<file path="src/rtl/serializer.sv">
// -----------------------------------------------------------------------------
// serializer
//
// Parallel-to-serial transmitter for the FIR filter's serial sample link.
// LENGTH-bit words arrive over a valid/ready handshake and leave one bit per
// enabled cycle (i_en=1), LSB first. The last (MSB) bit of each frame is flagged
// with o_dout_valid so the far-end deserializer can latch the finished word.
// A one-word holding buffer lets the next frame start on the enabled cycle
// right after the previous MSB, with no gap.
//
// Parameters:
//    LENGTH        bits per frame (>= 2)
//
// Ports:
//    i_clk         clock
//    i_rst         synchronous, active-high reset
//    i_en          bit strobe; one serial bit is emitted per cycle with i_en=1
//    iv_din        parallel word to transmit
//    i_din_valid   iv_din valid
//    o_din_ready   buffer can take a word (combinational)
//    o_dout        serial data, registered
//    o_dout_valid  high together with the last bit of a frame, registered
//    o_busy        a frame is shifting or a word is waiting in the hold buffer
//    ov_frame_cnt  (only with SERIALIZER_STATUS_EN) count of completed frames
//
// Build option:
//    SERIALIZER_STATUS_EN  adds the 16-bit wrapping frame counter ov_frame_cnt.
// -----------------------------------------------------------------------------
module serializer #(
   parameter int LENGTH = 24
) (
   input  logic              i_clk,
   input  logic              i_rst,
   input  logic              i_en,
   input  logic [LENGTH-1:0] iv_din,
   input  logic              i_din_valid,
   output logic              o_din_ready,
   output logic              o_dout,
   output logic              o_dout_valid,
   output logic              o_busy
`ifdef SERIALIZER_STATUS_EN
   ,
   output logic [15:0]       ov_frame_cnt
`endif
);

   localparam int CNT_W = (LENGTH > 1) ? $clog2(LENGTH) : 1;
   localparam logic [CNT_W-1:0] LAST_CNT = CNT_W'(LENGTH - 1);

   typedef enum logic {
      IDLE,
      SHIFT
   } state_t;

   state_t            state;
   state_t            next_state;
   logic [LENGTH-1:0] shifter;
   logic [LENGTH-1:0] hold;
   logic              hold_full;
   logic [CNT_W-1:0]  cnt;
   logic              last_bit;
   logic              free;
   logic              accept;
   logic              load;

   // State register.
   always_ff @(posedge i_clk) begin
      if (i_rst) begin
         state <= IDLE;
      end else begin
         state <= next_state;
      end
   end

   // Next-state logic. The shifter is "free" when idle or when its last bit is
   // going out this cycle; a free shifter loads from the hold buffer first,
   // otherwise straight from the input, and drops to IDLE if nothing is there.
   always_comb begin
      last_bit   = (state == SHIFT) && i_en && (cnt == LAST_CNT);
      free       = (state == IDLE) || last_bit;
      accept     = i_din_valid && o_din_ready;
      load       = free && (hold_full || accept);
      next_state = state;
      if (free) begin
         next_state = load ? SHIFT : IDLE;
      end
   end

   // Output logic. Ready depends only on the hold buffer, so a word can be
   // taken even while the shifter is mid-frame or the link is stalled.
   always_comb begin
      o_din_ready = !hold_full && !i_rst;
      o_busy      = (state == SHIFT) || hold_full;
   end

   // Datapath: serial output, shifter, bit counter and hold buffer.
   // A shifter load on the last-bit cycle overrides the shift so the next
   // frame's bit 0 is ready for the following enabled cycle.
   always_ff @(posedge i_clk) begin
      if (i_rst) begin
         o_dout       <= 1'b0;
         o_dout_valid <= 1'b0;
         shifter      <= '0;
         hold         <= '0;
         hold_full    <= 1'b0;
         cnt          <= '0;
      end else begin
         if (i_en) begin
            if (state == SHIFT) begin
               o_dout       <= shifter[0];
               o_dout_valid <= (cnt == LAST_CNT);
               shifter      <= {1'b0, shifter[LENGTH-1:1]};
               cnt          <= cnt + CNT_W'(1);
            end else begin
               o_dout       <= 1'b0;
               o_dout_valid <= 1'b0;
            end
         end

         if (load) begin
            shifter <= hold_full ? hold : iv_din;
            cnt     <= '0;
         end

         if (free && hold_full) begin
            if (accept) begin
               hold <= iv_din;
            end else begin
               hold_full <= 1'b0;
            end
         end else if (!free && accept) begin
            hold      <= iv_din;
            hold_full <= 1'b1;
         end
      end
   end

`ifdef SERIALIZER_STATUS_EN
   // Completed-frame counter; steps exactly when o_dout_valid is being set.
   always_ff @(posedge i_clk) begin
      if (i_rst) begin
         ov_frame_cnt <= 16'd0;
      end else if (last_bit) begin
         ov_frame_cnt <= ov_frame_cnt + 16'd1;
      end
   end
`else
   // No frame counter in this build.
`endif

endmodule

</file>
<file path="config.mk">
export PLATFORM = sky130hd
export DESIGN_NAME = serializer
export DESIGN_NICKNAME = d
export VERILOG_FILES = /design/src/rtl/serializer.sv
export SDC_FILE = /design/constraint.sdc
export NUM_CORES = 1
export LEC_CHECK = 0
export BUFFER_PORTS_ARGS = -buffer_cell sky130_fd_sc_hd__buf_2
export CAP_MARGIN = 20
export CORE_MARGIN = 2
export CORE_UTILIZATION = 45
export DETAILED_ROUTE_END_ITERATION = 7
export GPL_TIMING_DRIVEN = 0
export SLEW_MARGIN = 20
export SYNTH_ARGS = -nofsm -noshare
export SYNTH_HDL_FRONTEND = slang
export SYNTH_SLANG_ARGS = --single-unit
export TNS_END_PERCENT = 20
</file>
<file path="constraint.sdc">
create_clock -name i_clk -period 5.4 [get_ports i_clk]
set_clock_uncertainty 0.05 [all_clocks]
set_input_delay 1.35 -clock i_clk [delete_from_list [all_inputs] [get_ports i_clk]]
set_output_delay 1.35 -clock i_clk [all_outputs]
set_load 0.005 [all_outputs]
</file>
==> results of run 1 <==
registers in the layout (all words and copies together) (netlist names):
signal and count:
shifter 24, o_dout 1, hold 24, state 1, hold_full 1, o_dout_valid 1, cnt 5
layer usage:
metal,GRT usage,vias to the layer above,share of wire
met3,0.05633,13,0.036
met5,0,-,0
met1,0.2387,1159,0.47
met4,0.06784,0,0.018
li1,-,1266,-
met2,0.2997,33,0.48
synth_stat cells, drive strengths merged (3+ instances only):
cell	instances
nor2	27
o21ai	3
buf	16
nand2	6
mux2	24
a21bo	23
clkbuf	16
a21oi	25
nand2b	49
a221oi	4
dfxtp	57
nand3	27
mux2i	48
power by group through the flow:
stage                     registers (uW)  clock network, uW  logic (uW)
after detailed placement             458                  0         145
final                                449                337         144
after CTS                            449                344         146
after global placement               458                  0         143
after floorplan                      456                  0         108
after global routing                 451                361         159
final cells by class:
cell class / count / area, sq um / area share
Timing Repair Buffer: 29 / 145.1 / 0.03939
Buffer: 32 / 153.9 / 0.04177
Tap cell: 99 / 123.9 / 0.03362
Clock buffer: 12 / 135.1 / 0.03667
Clock inverter: 4 / 20.02 / 0.005433
Inverter: 2 / 7.507 / 0.002037
Multi-Input combinational cell: 252 / 1958 / 0.5314
Sequential cell: 57 / 1141 / 0.3097
through the flow:
step / setup WS [ps] / hold slack (ps) / total power, uW
2_1_floorplan: 1885 / 392.5 / 563.7
4_1_cts: 1467 / 415.0 / 938.4
3_3_place_gp: 1453 / 406.6 / 600.8
3_5_place_dp: 1467 / 404.4 / 603.4
5_1_grt: 1365 / 435.1 / 971.2
6_report: 1466 / 412.9 / 929.8
logic make-up (layout without fill, tap and decap cells):
logic type | count (synthesis) | count (layout)
AO/OA/AOI/OAI | 60 | 60
XOR/XNOR | 2 | 2
adder cells (fa/ha/maj) | 1 | 1
buffers and inverters | 34 | 79
flip-flops | 57 | 57
multiplexers | 72 | 72
AND/OR/NAND/NOR | 117 | 117
critical path, cell delays in order:
cell,delay [ps]
buf_2,160
clkbuf_1,380
clkbuf_1,400
nor2_1,90
buf_2,140
worst paths after layout:
check | from | end | slack (ps) | depth (start not counted)
hold / removal | o_dout$_SDFFE_PP0P_ | o_dout$_SDFFE_PP0P_ | 410 | 2
setup reg to reg | cnt[0]$_SDFFE_PP0P_ | shifter[9]$_SDFFE_PP0P_ | 3430 | 5
setup / recovery | i_rst | o_din_ready | 1470 | 5
hold reg to reg | o_dout$_SDFFE_PP0P_ | o_dout$_SDFFE_PP0P_ | 410 | 2
==> metrics.txt, run 1 <==
Cells after Synth between 300 and 400; Placed Cells 471; worst vdd rail ir drop around 180 uV; fin cells just under 500; Final HPWL DP 4.949 mm; Comb pwr share 0.154; TritonCTS clock tree yes; Slew headroom 0.6751; fillcell total 704; Critical Path Fanout Max 10; Max Cap Viol 0; Distinct cells, synth 32; most common cell after layout, fill and taps aside dfxtp_1; Synth Area in Compound Gates 0.1416; TritonCTS buffer count 9; Initial Utilization 0.4569; Post-synth ARST share 0; Post-Route Setup TNS 0 ps; status finished clean; top cell type's share of synthesized area 0.3500; power density cells between 200 and 300 nW/um^2; Max clock buf depth 2; CTS resizes 0; final WL ~6.9 mm; antenna cells 0; IO Port Bufs 29; Post-synth EDFFs 0; clock latency at the later pin of the worst-skew pair approximately 350 ps; Sw Pwr 257.1 uW; vias in the first global route ~2300; Setup Viol. Count Final 0; first-pass GRT wire length approximately 11 mm; Seq pwr share 0.483; Synth Area per Inst about 9.5 sq um; sequential area share after synthesis 0.3500; core area around 7100 sq um; syn nets 372; RSZ-0062 raised after global routing no; Max Freq between 200 and 300 MHz; CP startpoint kind primary input; H-tree level count 3; synthesized area 3261 sq um; Worst-path clk slew ~60 ps; largest family of logic cells by synthesized area multiplexers; initial antenna violation count 0; post-layout util 0.5163; CP endpoint kind primary output; Period minus WS final a little under 4000 ps; simple-gate share of the synthesized area 0.1965; GP Congestion 0.7948; IO Pins 32; largest net degree at the start of global routing 11; Synth Area in XOR/XNOR 0.005372; DRT antenna net count 0; synthesized flop and latch total 57; Adder-Cell Fraction of Synth Area 0.003837; Worst-Margin Slew between 400 and 500 ps; Die X 89.12 um; grt total ovfl 0; Placement Cell Area approximately 3500 sq um; mux cell area share after synthesis 0.2533; final period utilization 0.7285; layout cells sized above 1 0.2758; die area just under 8000 sq um; GRT Total Usage 0.1871; Area growth, synth to finish 13.01%; DRT Pass-1 Iters 6; WP data required roughly 4000 ps; CP Class in -> out; Avg WL per Cell about 14 um; Clock power frac 0.363; # hold bufs at CTS 0; vias post-DR 2471; Clock Root Buffer clkbuf_8; post-route cell area approximately 3700 sq um; Synth area leader dfxtp_1; Sw Ratio 0.2765; post-CTS setup buffer count 0; CP Data Arrival Time between 2000 and 3000 ps; P_int 672.7 uW; Lkg Pwr 0.001434 uW; HP Class reg -> reg; DRC viols 0; Via density 5.074; nets 412; Rows 31; iteration-0 DRC count of the detailed router just over 80; die height slightly below 90 um; most frequent cells in the layout dfxtp_1, nand2b_1, mux2i_1; ranking of synthesized cells by area dfxtp_1, mux2i_1, mux2_4; Syn. warnings 0; # clock sinks 57; Post-synth top flop dfxtp_1; Slew Limit Fails 0; final hold vios 0
Note: power is estimated with default switching activity, not from simulation.
==> run 2: changes to the inputs <==
Settings changed: ABC_AREA from default to 1, PLACE_DENSITY from default to 0.67.
Clock period 5.4 ns to 3.5 ns, I/O delays scaled along.
==> run 2 against run 1 <==
Compared with the run above: power increased by 67%; combinational power increased by 34%; largest power group unchanged; final cell count increased by 5.3%; register-to-register slack got worse by 1600 ps; clock-buffer cell count increased by 1; critical path depth unchanged; utilization increased by 2.3 points.
==> metrics.txt, run 2 <==
Comb pwr share 0.124; Seq pwr share 0.453; TritonCTS buffer count 9; initial antenna violation count 0; Setup Viol. Count Final 0; Slew headroom 0.6832; most frequent cells in the layout nand2_1, dfxtp_1, a21oi_1; Lkg Pwr 0.001282 uW; Period minus WS final a little under 3000 ps; Reg area 1141 sq um; Synth area leader dfxtp_1; Area growth, synth to finish 17.19%; worst vdd rail ir drop 257.5 uV; Rows 28; first-pass GRT wire length roughly 11 mm; GP Congestion ~0.77; vias post-DR around 2600; DRT antenna net count 0; ranking of synthesized cells by area dfxtp_1, nand2_1, a21oi_1; CP bufs+invs 4; fillcell total roughly 580; top cell type's share of synthesized area 0.4236; RSZ-0062 raised after global routing no; Post-synth EDFFs 0; # clock sinks 57; top cell types by occurrence after synthesis nand2_1, dfxtp_1, a21oi_1; final WL approximately 6.3 mm; IO Port Bufs 31; Die X approximately 81 um; Clock power frac 0.423; DRT Pass-1 Iters 5; syn nets 421; CP max stage delay ~430 ps; CP Class in -> out; Distinct cells, synth 21; Clock Root Buffer clkbuf_8; TritonCTS clock tree yes; HP Class reg -> reg; antenna cells 0; Worst-Margin Slew 475.2 ps; layout cells sized above 1 0.1621; post-CTS setup buffer count 0; Max Freq around 340 MHz; post-layout util 0.5396; Post-synth ARST share 0; Post-synth top flop dfxtp_1; P_int 1162 uW; DRC viols 0; CP max-delay cell buf_1; Worst path top cell family by delay buffers and inverters; Final HPWL DP ~4.6 mm; Cells after Synth slightly below 400; synthesized flop and latch total 57; # hold bufs at CTS 0; final hold vios 0; WP data required 2570 ps; die area ~6600 sq um; Post-Route Setup TNS 0 ps; Via density around 5; Avg WL per Cell between 10 and 15 um; IO Pins 32; Max clock buf depth 2; Worst-path clk slew roughly 60 ps; critical path, cell by cell buf_2 -> clkbuf_1 -> buf_1 -> nor2_1 -> buf_2; nets around 460; CTS resizes 0; Slew Limit Fails 0; sequential area share after synthesis 0.4236; count leader, synth nand2_1; Syn. warnings 0; power density cells about 500 nW/um^2; core area 5851 sq um; clock latency at the later pin of the worst-skew pair around 340 ps; Initial Utilization 0.4604; area of the multi-input gates approximately 1300 sq um; worst r2r src cnt[0]$_SDFFE_PP0P_; most common cell after layout, fill and taps aside nand2_1; GRT Total Usage 0.2104; iteration-0 DRC count of the detailed router ~160; H-tree level count 3; largest net degree at the start of global routing 11; status finished clean; most used cell, CP buf_2; Critical Path Fanout Max 10; CP Data Arrival Time around 2000 ps; final period utilization 0.8364; Largest regs hold: 24 flops, shifter: 24 flops, cnt: 5 flops; Max Cap Viol 0; Synth Area per Inst 6.872 sq um; synthesized area roughly 2700 sq um; die height ~80 um; grt total ovfl 0; CP startpoint kind primary input; Sw Ratio 0.2531; vias in the first global route 2347; HP Start hold[17]$_SDFFE_PP0P_; critical path startpoint i_rst; Sw Pwr around 390 uW; CP endpoint kind primary output
run 2: cell count changes after synthesis, moves of 20 or more:
cell,delta
nor2_1,-20
nand3_1,+24
nand2b_1,-48
nand2_1,+97
inv_1,+28
a21oi_1,+27
a21bo_2,-23
mux2_4,-20
o21ai_0,+47
mux2i_1,-48
run 2: metal layers:
layer  vias to the layer above  routed length (um)  global-route usage
met3                         8                 277             0.06111
met2                        50                2772              0.3148
met5                         -                   0                   0
met1                      1205                3177              0.2932
li1                       1364                   -                   -
met4                         0                  73             0.06102
run 2: worst paths after layout:
| path | cells after the start | endpoint | slack (ps) |
|---|---|---|---|
| max | 5 | o_din_ready | 570 |
| min | 2 | hold[17]$_SDFFE_PP0P_ | 400 |
| max reg2reg | 8 | hold[21]$_SDFFE_PP0P_ | 1800 |
| min reg2reg | 2 | hold[17]$_SDFFE_PP0P_ | 400 |
run 2: area by class of cell:
type	instances	share of cell area
inverter	31	0.03686
clock buffer	13	0.05668
tap	75	0.02973
timing repair buffer	31	0.04915
sequential	57	0.3615
multi-input combinational	274	0.4067
clock inverter	2	0.01110
buffer	30	0.04835
run 2: tightest hold or removal path, delay by kind of cell (launching register included):
family          cells  cell delay (ps)
compound gates      1               50
buf+inv             1               60
flops               1              300
run 2: kinds of logic after synthesis:
logic type | synth area share
flops | 0.4236
buf+inv | 0.09986
xor+xnor | 0.009756
fa+ha+maj | 0.004644
simple gates | 0.2675
compound gates | 0.1946
run 2: stage by stage:
step	power, uW	worst slack (ps)	hold slack, ps	area (sq um)	instances
floorplan	851.4	1081	373.7	2694	392
global placement	906.2	547.8	383.5	2943	498
detailed placement	911.1	549.6	392.6	2943	498
CTS	1565	546.4	402.7	3157	513
global route	1627	441.5	419.5	3157	513
finish	1556	572.7	398.9	3157	513
run 2: power by group through the flow:
stage	sequential (uW)	combinational, uW	clock [uW]
finish	705	193	658
floorplan	715	137	0
CTS	704	193	668
detailed placement	718	193	0
global placement	717	189	0
global route	709	220	698
==> run 3: changes to the inputs <==
Clock period 3.5 ns to 2.4 ns, I/O delays scaled along.
==> run 3 against run 2 <==
Compared with the run above: critical path depth unchanged; critical path type unchanged; die area unchanged; utilization barely moved; power grew 46%; global-route usage unchanged; first-iteration DRC count unchanged; sequential power rose by 46%; final cell count did not move; sequential share of layout area about the same; critical endpoint unchanged.
==> metrics.txt, run 3 (synthesis results as in run 2) <==
RSZ-0062 raised after global routing no; Worst-path clk slew ~60 ps; CP Class in -> out; WP data required 1750 ps; most frequent cells in the layout nand2_1, dfxtp_1, a21oi_1; layout cells sized above 1 0.1644; Lkg Pwr approximately 0.0013 uW; GP Congestion just under 0.8; Sw Ratio 0.2548; HP Class reg -> reg; TritonCTS clock tree yes; IO Port Bufs 31; Sw Pwr roughly 580 uW; Via density 5.115; Hold EP hold[17]$_SDFFE_PP0P_; DRT antenna net count 0; Critical Path Fanout Max 10; first-pass GRT wire length roughly 11 mm; status finished clean; Final HPWL DP around 4.6 mm; Die X approximately 80 um; most common cell after layout, fill and taps aside nand2_1; DRC viols 0; DRT Pass-1 Iters 4; post-CTS setup buffer count 0; final hold vios 0; Max Freq around 450 MHz; fillcell total 578; area of the multi-input gates ~1300 sq um; largest net degree at the start of global routing 11; worst vdd rail ir drop approximately 380 uV; hold slack approximately 400 ps; HP Start hold[17]$_SDFFE_PP0P_; Initial Utilization 0.4604; # hold bufs at CTS 0; grt total ovfl 0; Area growth, synth to finish 17.23%; Worst-Margin Slew 442.1 ps; Worst R2R Path Depth 8; nets roughly 460; CP Data Arrival Time 1590 ps; vias post-DR between 2000 and 3000; core area slightly below 6000 sq um; power density cells slightly above 700 nW/um^2; final WL approximately 6.3 mm; Setup Viol. Count Final 0; Max Cap Viol 0; IO Pins 32; die height approximately 81 um; antenna cells 0; Slew Limit Fails 0; Max clock buf depth 2; Slew headroom 0.7053; CP endpoint kind primary output; vias in the first global route about 2300; worst r2r src cnt[0]$_SDFFE_PP0P_; Clock power frac 0.424; CP startpoint kind primary input; clock latency at the later pin of the worst-skew pair around 340 ps; Period minus WS final approximately 2200 ps; # clock sinks 57; critical path startpoint i_rst; Seq pwr share 0.452; Reg area between 1000 and 1500 sq um; Largest regs hold: 24 flops, shifter: 24 flops, cnt: 5 flops; H-tree level count 3; CTS resizes 1; iteration-0 DRC count of the detailed router between 150 and 200; initial antenna violation count 0; Clock Root Buffer clkbuf_8; GRT Total Usage 0.2104; Rows 28; Avg WL per Cell 12.31 um; setup slack, reg-to-reg around 700 ps; die area 6621 sq um; Post-Route Setup TNS 0 ps; reg2reg end hold[21]$_SDFFE_PP0P_; Comb pwr share 0.124; TritonCTS buffer count 9; P_int 1695 uW; final period utilization 0.9322; WHS Path Cells 2
==> run 3: final cells by class <==
type | instances | area share
plain buffers | 30 | 0.04873
clock buffers | 13 | 0.05666
clock inverters | 2 | 0.01109
inverters | 31 | 0.03685
multi-input cells | 274 | 0.4065
flip-flops and latches | 57 | 0.3613
well taps | 75 | 0.02971
repair buffers | 31 | 0.04913
==> run 3: routing by layer <==
layer	part of all wire	GRT usage	vias up	wire, um
met2	0.44	0.3148	52	2764
met1	0.50	0.2932	1201	3149
met4	0.012	0.06102	0	74
met5	0	0	-	0
met3	0.052	0.06111	8	329
li1	-	-	1363	-
==> run 3: power groups by stage <==
stage	logic [uW]	clock network [uW]	registers (uW)
after floorplan	200	0	1040
after global placement	276	0	1050
after detailed placement	281	0	1050
after CTS	282	974	1030
after global routing	321	1020	1030
final	282	965	1030
==> run 3: worst max-delay path: stages <==
cell	delay [ps]
buf_2	130
clkbuf_1	350
buf_2	310
nor2_1	50
buf_2	130
==> run 3: metrics by stage <==
| stage | area, sq um | total power (uW) | instances | setup slack (ps) | util |
|---|---|---|---|---|---|
| after floorplan | 2694 | 1242 | 392 | 530.6 | - |
| after global placement | 2943 | 1322 | 498 | -2.204 | 0.5030 |
| after detailed placement | 2943 | 1329 | 498 | -0.3537 | 0.5030 |
| after CTS | 3158 | 2283 | 513 | 139.8 | 0.5398 |
| after global routing | 3158 | 2373 | 513 | 50.26 | 0.5398 |
| final | 3158 | 2274 | 513 | 162.7 | 0.5398 |
==> run 3: how the worst max path moves through the flow <==
stage	slack, ps	cells past startpoint	endpoint
5_1_grt	50	5	o_din_ready
3_3_place_gp	-2	5	o_din_ready
2_1_floorplan	530	3	o_din_ready
3_5_place_dp	-0.4	5	o_din_ready
4_1_cts	140	5	o_din_ready
6_report	160	5	o_din_ready
